==> config.mk <==
export PLATFORM = sky130hd
export DESIGN_NAME = serial_shift_in
export DESIGN_NICKNAME = d
export VERILOG_FILES = /design/src/rtl/serial_shift_in.sv
export SDC_FILE = /design/constraint.sdc
export NUM_CORES = 1
export LEC_CHECK = 0
export CAP_MARGIN = 5
export CORE_AREA = 2 2 39 41
export CTS_CLUSTER_DIAMETER = 60
export CTS_CLUSTER_SIZE = 40
export DETAILED_ROUTE_END_ITERATION = 12
export DIE_AREA = 0 0 41 43
export PLACE_DENSITY = 0.35
export SKIP_LAST_GASP = 1
export SLEW_MARGIN = 15
export SYNTH_ARGS = -nofsm -noshare
export SYNTH_HDL_FRONTEND = slang
export SYNTH_SLANG_ARGS = --single-unit
export TNS_END_PERCENT = 50
==> constraint.sdc <==
create_clock -name clk_i -period 1.8 [get_ports clk_i]
set_input_delay 0.36 -clock clk_i [delete_from_list [all_inputs] [get_ports clk_i]]
set_output_delay 0.36 -clock clk_i [all_outputs]
set_load 0.01 [all_outputs]
==> src/rtl/serial_shift_in.sv <==
// LSB-first shift register: each enabled bit enters at the MSB, so after
// DATA_W shifts the first bit received sits in bit 0.
module serial_shift_in #(
    parameter int unsigned DATA_W = 4
) (
    input  logic              clk_i,
    input  logic              rst_i,
    input  logic              clr_i,
    input  logic              en_i,
    input  logic              bit_i,
    output logic [DATA_W-1:0] data_o
);

    logic [DATA_W-1:0] shift_q, shift_d;

    // Next-state: clear has priority over shifting.
    always_comb begin
        shift_d = shift_q;
        if (clr_i) begin
            shift_d = '0;
        end else if (en_i) begin
            shift_d = {bit_i, shift_q[DATA_W-1:1]};
        end
    end

    // Shift register with synchronous reset.
    always_ff @(posedge clk_i) begin
        if (rst_i) begin
            shift_q <= '0;
        end else begin
            shift_q <= shift_d;
        end
    end

    assign data_o = shift_q;

endmodule

==> results of run 1 <==
-- report_power, final --
group | internal [mW] | total, mW | leakage (nW) | switching (mW)
Sequential | 0.0901 | 0.0909 | 0.0323 | 0.000756
Combinational | 0.0119 | 0.0187 | 0.0533 | 0.00673
Clock | 0.0746 | 0.111 | 0.0138 | 0.0369
Total | 0.177 | 0.221 | 0.0994 | 0.0444
-- cells by family after synthesis --
group	synth area share [%]
buffers and inverters	3.44
DFF	55.2
muxes	27.6
and+or+nand+nor	13.8
-- layer usage --
layer | part of all wire (%) | wire length, um
met1 | 49 | 176
met2 | 24 | 86
met3 | 26 | 93
met4 | 0 | 0
met5 | 0 | 0
-- cell type report --
class                      count  area (um2)  share of cell area, %
tap                           16        20.0                   7.62
sequential                     4        80.1                   30.5
clock buffer                   3        22.5                   8.57
timing repair buffer           8        80.1                   30.5
multi-input combinational      8        60.1                   22.9
-- metrics by stage --
step,utilization [%],total power [mW]
final,19.0,0.221
after detailed placement,17.4,0.111
after CTS,19.0,0.226
after global routing,19.0,0.242
after global placement,17.4,0.110
after floorplan,-,0.0984
-- layout by cell type (no fill, tap or decap), drive strengths merged --
cell type / Yosys / routed
nor3: 4 / 4
mux2i: 4 / 4
clkbuf: 1 / 3
dfxtp: 4 / 4
clkdlybuf4s50: 0 / 8
-- final timing paths --
| kind | endpoint | slack, ps |
|---|---|---|
| worst max register to register | data_o[1] | 1140 |
| worst min-delay path | data_o[0] | 530 |
| worst max-delay path | data_o[2] | 300 |
| worst min register to register | data_o[0] | 530 |
==> impl_metrics.prom, run 1 <==
# TYPE chip_impl_metric gauge
chip_impl_info{name="status",value="finished, final reports clean"} 1
chip_impl_metric{name="largest_register_ffs",unit=""} 4
chip_impl_metric{name="layoutNonFillerInstCount",unit=""} 39
chip_impl_metric{name="whs_path_depth",unit=""} 2
chip_impl_metric{name="die_width",unit="um"} 41
chip_impl_info{name="netlist_top_cells_area",value="sky130_fd_sc_hd__dfxtp_1 55%, sky130_fd_sc_hd__mux2i_1 28%, sky130_fd_sc_hd__nor3_1 14%"} 1
chip_impl_info{name="path_class",value="reg2out"} 1
chip_impl_metric{name="clkLatencyLatePin",unit="ps"} 240
chip_impl_metric{name="avgViaCountPerCell",unit=""} 3.41
chip_impl_metric{name="cts_made_buffers",unit=""} 3
chip_impl_metric{name="grt_first_pass_wirelength",unit="um"} 565
chip_impl_info{name="critical_path.startpoint",value="data_o[2]"} 1
chip_impl_metric{name="post_synth_num_cell_types",unit=""} 4
chip_impl_metric{name="syn_area_per_cell",unit="um2"} 11.2
chip_impl_info{name="r2r-start",value="data_o[2]"} 1
chip_impl_info{name="grt.busiest_layer",value="met3"} 1
chip_impl_metric{name="finalWorstPathRequiredPeriod",unit="ps"} 1500
chip_impl_info{name="cts_tree",value="built"} 1
chip_impl_metric{name="timing.critical_path.slowest_cell_delay",unit="ps"} 550
chip_impl_metric{name="gr-usage-met3",unit="%"} 9.42
chip_impl_metric{name="drt_wl_total",unit="um"} 356
chip_impl_metric{name="number_of_cells_after_detailed_placement",unit=""} 36
chip_impl_info{name="hp-class",value="reg2reg"} 1
chip_impl_metric{name="worst_r2r_path_depth",unit=""} 2
chip_impl_metric{name="vias",unit=""} 133
chip_impl_metric{name="fillerInstances",unit=""} 147
chip_impl_metric{name="clk_pin_slew",unit="ps"} 40
chip_impl_metric{name="first_global_vias",unit=""} 132
chip_impl_metric{name="power_leakage",unit="nW"} 0.0994
chip_impl_metric{name="crit_arrival",unit="ps"} 1140
chip_impl_info{name="root_buffer",value="sky130_fd_sc_hd__clkbuf_4"} 1
chip_impl_info{name="yosys.area.top_type",value="sky130_fd_sc_hd__dfxtp_1"} 1
chip_impl_metric{name="post_cts.repair.setup_buffers",unit=""} 0
chip_impl_metric{name="final_design_area_no_fill",unit="um2"} 263
chip_impl_info{name="critPathCaptureType",value="primary output"} 1
chip_impl_metric{name="cellPowerDensity",unit="nW/um2"} 841
chip_impl_metric{name="number_of_nets_in_the_layout",unit=""} 30
chip_impl_metric{name="largest_net_degree_at_the_start_of_global_routing",unit=""} 5
chip_impl_metric{name="setup-violations-final",unit=""} 0
chip_impl_metric{name="ys_ff_latch",unit=""} 4
chip_impl_metric{name="crit_path_max_fanout",unit=""} 3
chip_impl_metric{name="synth_enable_flop_cells",unit=""} 0
chip_impl_metric{name="setup_total_negative_slack",unit="ps"} 0
chip_impl_metric{name="tightest_slew",unit="ps"} 252
chip_impl_metric{name="ctsResizeCount",unit=""} 0
chip_impl_metric{name="cts-root-to-sink-buffers",unit=""} 2
chip_impl_metric{name="row_count",unit=""} 14
chip_impl_metric{name="grt_util_met2",unit="%"} 5.00
chip_impl_metric{name="initial_utilization",unit="%"} 10.5
chip_impl_metric{name="grt.met1_usage",unit="%"} 6.82
chip_impl_info{name="synth_flop_cell",value="sky130_fd_sc_hd__dfxtp_1"} 1
chip_impl_metric{name="maxSlewHeadroom",unit="%"} 83.2
chip_impl_metric{name="setup_ws",unit="ps"} 304
chip_impl_metric{name="antennaDiodeCount",unit=""} 0
chip_impl_info{name="post_synth_most_frequent_cells",value="4 x sky130_fd_sc_hd__dfxtp_1, 4 x sky130_fd_sc_hd__mux2i_1, 4 x sky130_fd_sc_hd__nor3_1"} 1
chip_impl_metric{name="yosysSeqAreaShare",unit="%"} 55.2
chip_impl_metric{name="finalWeightedCongestion",unit=""} 0.546
chip_impl_info{name="holdCritStartpoint",value="data_o[0]"} 1
chip_impl_metric{name="pre_cts_ws",unit="ps"} 437
chip_impl_metric{name="fp.coreArea",unit="um2"} 1380
chip_impl_metric{name="routedWlPerCell",unit="um"} 9.13
chip_impl_metric{name="synth_async_sr_flop_share",unit="%"} 0
chip_impl_metric{name="fp.dieH",unit="um"} 43
chip_impl_metric{name="path_buf_inv",unit=""} 1
chip_impl_metric{name="grt_overflow_total",unit=""} 0
chip_impl_metric{name="grt_antenna_before_repair",unit=""} 0
chip_impl_metric{name="timing_max_transition_violations_final",unit=""} 0
chip_impl_metric{name="dr.pass1.iters",unit=""} 2
chip_impl_metric{name="htreeDepth",unit=""} 1
chip_impl_metric{name="fmax",unit="MHz"} 668
chip_impl_metric{name="worst_hold_slack",unit="ps"} 529
chip_impl_metric{name="layout_worst_path_cycle_share",unit="%"} 83.1
chip_impl_metric{name="layout-drive-gt1-share",unit="%"} 13.0
chip_impl_metric{name="hold_viol",unit=""} 0
chip_impl_metric{name="cts.sinks",unit=""} 4
chip_impl_metric{name="final.setup_skew",unit="ps"} 7.71
chip_impl_metric{name="floorplan.die_area",unit="um2"} 1760
chip_impl_metric{name="placed_cell_area",unit="um2"} 240
chip_impl_metric{name="syn2layout_area_growth",unit="%"} 81.0
chip_impl_metric{name="vdd_ir_drop_max",unit="V"} 0.000404
chip_impl_info{name="worst_setup_path_start_kind",value="flop"} 1
chip_impl_info{name="critical_path.top_delay_family",value="buffers and inverters"} 1
chip_impl_metric{name="buffer_ports.inserted",unit=""} 8
chip_impl_info{name="rsz0062_at_grt",value="no"} 1
chip_impl_metric{name="num_ports",unit=""} 9
chip_impl_info{name="timing.critical_path.cells",value="clkdlybuf4s50_1"} 1
chip_impl_info{name="crit_slowest_cell",value="sky130_fd_sc_hd__clkdlybuf4s50_1"} 1
chip_impl_metric{name="syn-cell-area",unit="um2"} 145
chip_impl_metric{name="worst-path-stages",unit=""} 1
chip_impl_metric{name="dp.final_hpwl",unit="um"} 252
chip_impl_metric{name="drt_iter0_drc",unit=""} 4
chip_impl_metric{name="antenna_left",unit=""} 0
chip_impl_metric{name="worst_ep_required_time",unit="ps"} 1440
chip_impl_metric{name="yosysWarningCount",unit=""} 0
chip_impl_metric{name="drc_markers",unit=""} 0
chip_impl_metric{name="synthesis.instances",unit=""} 13
chip_impl_metric{name="cts-hold-fix-buffers",unit=""} 0
chip_impl_metric{name="total_routing_usage_reported_by_global_routing",unit="%"} 5.84
chip_impl_metric{name="yosys.area.top_type_share",unit="%"} 55.2
chip_impl_metric{name="mappedNetlistNets",unit=""} 18
chip_impl_metric{name="maxCapViolations",unit=""} 0
Note: power is estimated with default switching activity, not from simulation.
==> inputs of run 2 (changes only) <==
clock period = 1.45 ns   (was 1.8 ns; I/O delays follow)
==> run 2 against run 1 <==
Effect of this change:
- worst hold slack worse by 3.8 ps
- critical path type unchanged
- non-clock buffer count unchanged
- register-to-register slack got worse by 330 ps
==> impl_metrics.prom, run 2 (synthesis gave the netlist of run 1 again) <==
# TYPE chip_impl_metric gauge
chip_impl_metric{name="buffer_ports.inserted",unit=""} 8
chip_impl_metric{name="num_ports",unit=""} 9
chip_impl_metric{name="clkLatencyLatePin",unit="ps"} 240
chip_impl_info{name="hp-class",value="reg2reg"} 1
chip_impl_metric{name="worst_hold_slack",unit="ps"} 525
chip_impl_metric{name="hold_viol",unit=""} 0
chip_impl_metric{name="worst_ep_required_time",unit="ps"} 1160
chip_impl_metric{name="cts.sinks",unit=""} 4
chip_impl_metric{name="first_global_vias",unit=""} 137
chip_impl_metric{name="placed_cell_area",unit="um2"} 240
chip_impl_metric{name="fin_total_pwr",unit="mW"} 0.274
chip_impl_metric{name="antenna_left",unit=""} 0
chip_impl_metric{name="clk_pin_slew",unit="ps"} 40
chip_impl_metric{name="grt_antenna_before_repair",unit=""} 0
chip_impl_metric{name="vdd_ir_drop_max",unit="V"} 0.000333
chip_impl_info{name="cts_tree",value="built"} 1
chip_impl_metric{name="avgViaCountPerCell",unit=""} 3.49
chip_impl_metric{name="fin_util",unit="%"} 19.2
chip_impl_metric{name="layout-drive-gt1-share",unit="%"} 13.0
chip_impl_metric{name="crit_arrival",unit="ps"} 1130
chip_impl_info{name="path_class",value="reg2out"} 1
chip_impl_metric{name="layout_worst_path_cycle_share",unit="%"} 97.9
chip_impl_metric{name="vias",unit=""} 136
chip_impl_metric{name="grt_overflow_total",unit=""} 0
chip_impl_info{name="worst_setup_path_start_kind",value="flop"} 1
chip_impl_info{name="most_common_cell_after_layout_fill_and_taps_aside",value="sky130_fd_sc_hd__clkdlybuf4s50_1"} 1
chip_impl_metric{name="routedWlPerCell",unit="um"} 9.49
chip_impl_metric{name="fillerInstances",unit=""} 145
chip_impl_metric{name="grt_first_pass_wirelength",unit="um"} 621
chip_impl_info{name="critPathCaptureType",value="primary output"} 1
chip_impl_metric{name="timing_max_transition_violations_final",unit=""} 0
chip_impl_metric{name="row_count",unit=""} 14
chip_impl_metric{name="initial_utilization",unit="%"} 10.5
chip_impl_metric{name="fmax",unit="MHz"} 705
chip_impl_metric{name="finalWeightedCongestion",unit=""} 0.557
chip_impl_metric{name="area.sequential",unit="um2"} 80.1
chip_impl_metric{name="drc_markers",unit=""} 0
chip_impl_metric{name="cts-root-to-sink-buffers",unit=""} 2
chip_impl_info{name="timing.critical_path.cells",value="clkdlybuf4s50_1"} 1
chip_impl_info{name="layout_common_cells",value="7 x sky130_fd_sc_hd__clkdlybuf4s50_1, 4 x sky130_fd_sc_hd__mux2i_1, 4 x sky130_fd_sc_hd__nor3_1, 4 x sky130_fd_sc_hd__dfxtp_1, 3 x sky130_fd_sc_hd__clkbuf_4"} 1
chip_impl_metric{name="syn2layout_area_growth",unit="%"} 82.8
chip_impl_metric{name="cellPowerDensity",unit="nW/um2"} 1030
chip_impl_metric{name="number_of_nets_in_the_layout",unit=""} 30
chip_impl_metric{name="power_leakage",unit="nW"} 0.117
chip_impl_info{name="crit_slowest_cell",value="sky130_fd_sc_hd__clkdlybuf4s50_1"} 1
chip_impl_metric{name="fp.coreArea",unit="um2"} 1380
chip_impl_metric{name="multiInputGateArea",unit="um2"} 60.1
chip_impl_metric{name="setup-violations-final",unit=""} 0
chip_impl_metric{name="crit_path_max_fanout",unit=""} 3
chip_impl_metric{name="floorplan.die_area",unit="um2"} 1760
chip_impl_metric{name="die_width",unit="um"} 41
chip_impl_metric{name="met2_length",unit="um"} 104
chip_impl_metric{name="maxSlewHeadroom",unit="%"} 84.0
chip_impl_metric{name="met3WireLength",unit="um"} 96
chip_impl_metric{name="tightest_slew",unit="ps"} 239
chip_impl_info{name="root_buffer",value="sky130_fd_sc_hd__clkbuf_4"} 1
chip_impl_metric{name="largest_net_degree_at_the_start_of_global_routing",unit=""} 5
chip_impl_metric{name="pre_cts_ws",unit="ps"} 146
chip_impl_metric{name="post_cts.repair.setup_buffers",unit=""} 0
chip_impl_info{name="topRoutingLayerUsed",value="met3"} 1
chip_impl_metric{name="largest_register_ffs",unit=""} 4
chip_impl_metric{name="final_design_area_no_fill",unit="um2"} 265
chip_impl_info{name="rsz0062_at_grt",value="yes"} 1
chip_impl_metric{name="total_routing_usage_reported_by_global_routing",unit="%"} 6.02
chip_impl_info{name="critical_path.top_delay_family",value="buffers and inverters"} 1
chip_impl_metric{name="drt_iter0_drc",unit=""} 2
chip_impl_metric{name="setup_ws",unit="ps"} 30.8
chip_impl_metric{name="dp.final_hpwl",unit="um"} 256
chip_impl_metric{name="path_buf_inv",unit=""} 1
chip_impl_metric{name="final.setup_skew",unit="ps"} 6.09
chip_impl_metric{name="htreeDepth",unit=""} 1
chip_impl_metric{name="maxCapViolations",unit=""} 0
chip_impl_metric{name="dr.pass1.iters",unit=""} 2
chip_impl_metric{name="met1Wirelength",unit="um"} 169
chip_impl_metric{name="cts_made_buffers",unit=""} 3
chip_impl_metric{name="timing.critical_path.slowest_cell_delay",unit="ps"} 540
chip_impl_metric{name="drt_wl_total",unit="um"} 370
chip_impl_info{name="status",value="finished, final reports clean"} 1
chip_impl_metric{name="fp.dieH",unit="um"} 43
chip_impl_metric{name="antennaDiodeCount",unit=""} 0
chip_impl_metric{name="finalWorstPathRequiredPeriod",unit="ps"} 1420
[run 2: where the power goes]
group / total [mW] / leakage [nW] / switching [mW] / internal, mW
sequential: 0.113 / 0.0323 / 0.000879 / 0.112
clock: 0.138 / 0.0138 / 0.0453 / 0.0926
combinational: 0.0230 / 0.0707 / 0.00841 / 0.0146
[run 2: repair_timing]
item | CTS | global route
hold buffers | 0 | 0
resized for setup | 0 | 1
endpoints found under the setup margin | 0 | 3
hold endpoints to repair | 0 | 0
[run 2: final cells by class]
cell class	instances	share of cell area (%)
clock buffer	3	8.49
multi-input combinational	8	22.6
sequential	4	30.2
tap	16	7.55
timing repair buffer	8	31.1
[run 2: per-layer routing]
layer,track usage (%),vias up
li1,-,67
met1,8.04,57
met2,5.31,12
met3,7.85,0
met4,2.00,0
met5,0,-
[run 2: per-stage QoR]
| stage | setup TNS (ps) | cells |
|---|---|---|
| final | 0 | 39 |
| after CTS | 0 | 39 |
| after floorplan | 0 | 13 |
| after detailed placement | 0 | 36 |
| after global placement | 0 | 36 |
| after global routing | -35.3 | 39 |
[run 2: path summary, 6_finish.rpt]
check,start,to,slack (ps),cells past startpoint
max,data_o[2],data_o[2],30,1
min,data_o[0],data_o[0],520,2
max reg2reg,data_o[2],data_o[1],810,2
min reg2reg,data_o[0],data_o[0],520,2
==> inputs of run 3 (changes only) <==
CTS_CLUSTER_DIAMETER = 200   (was 60)
==> results of run 3 <==
The final DEF is identical to that of run 2; final timing and power are the same.
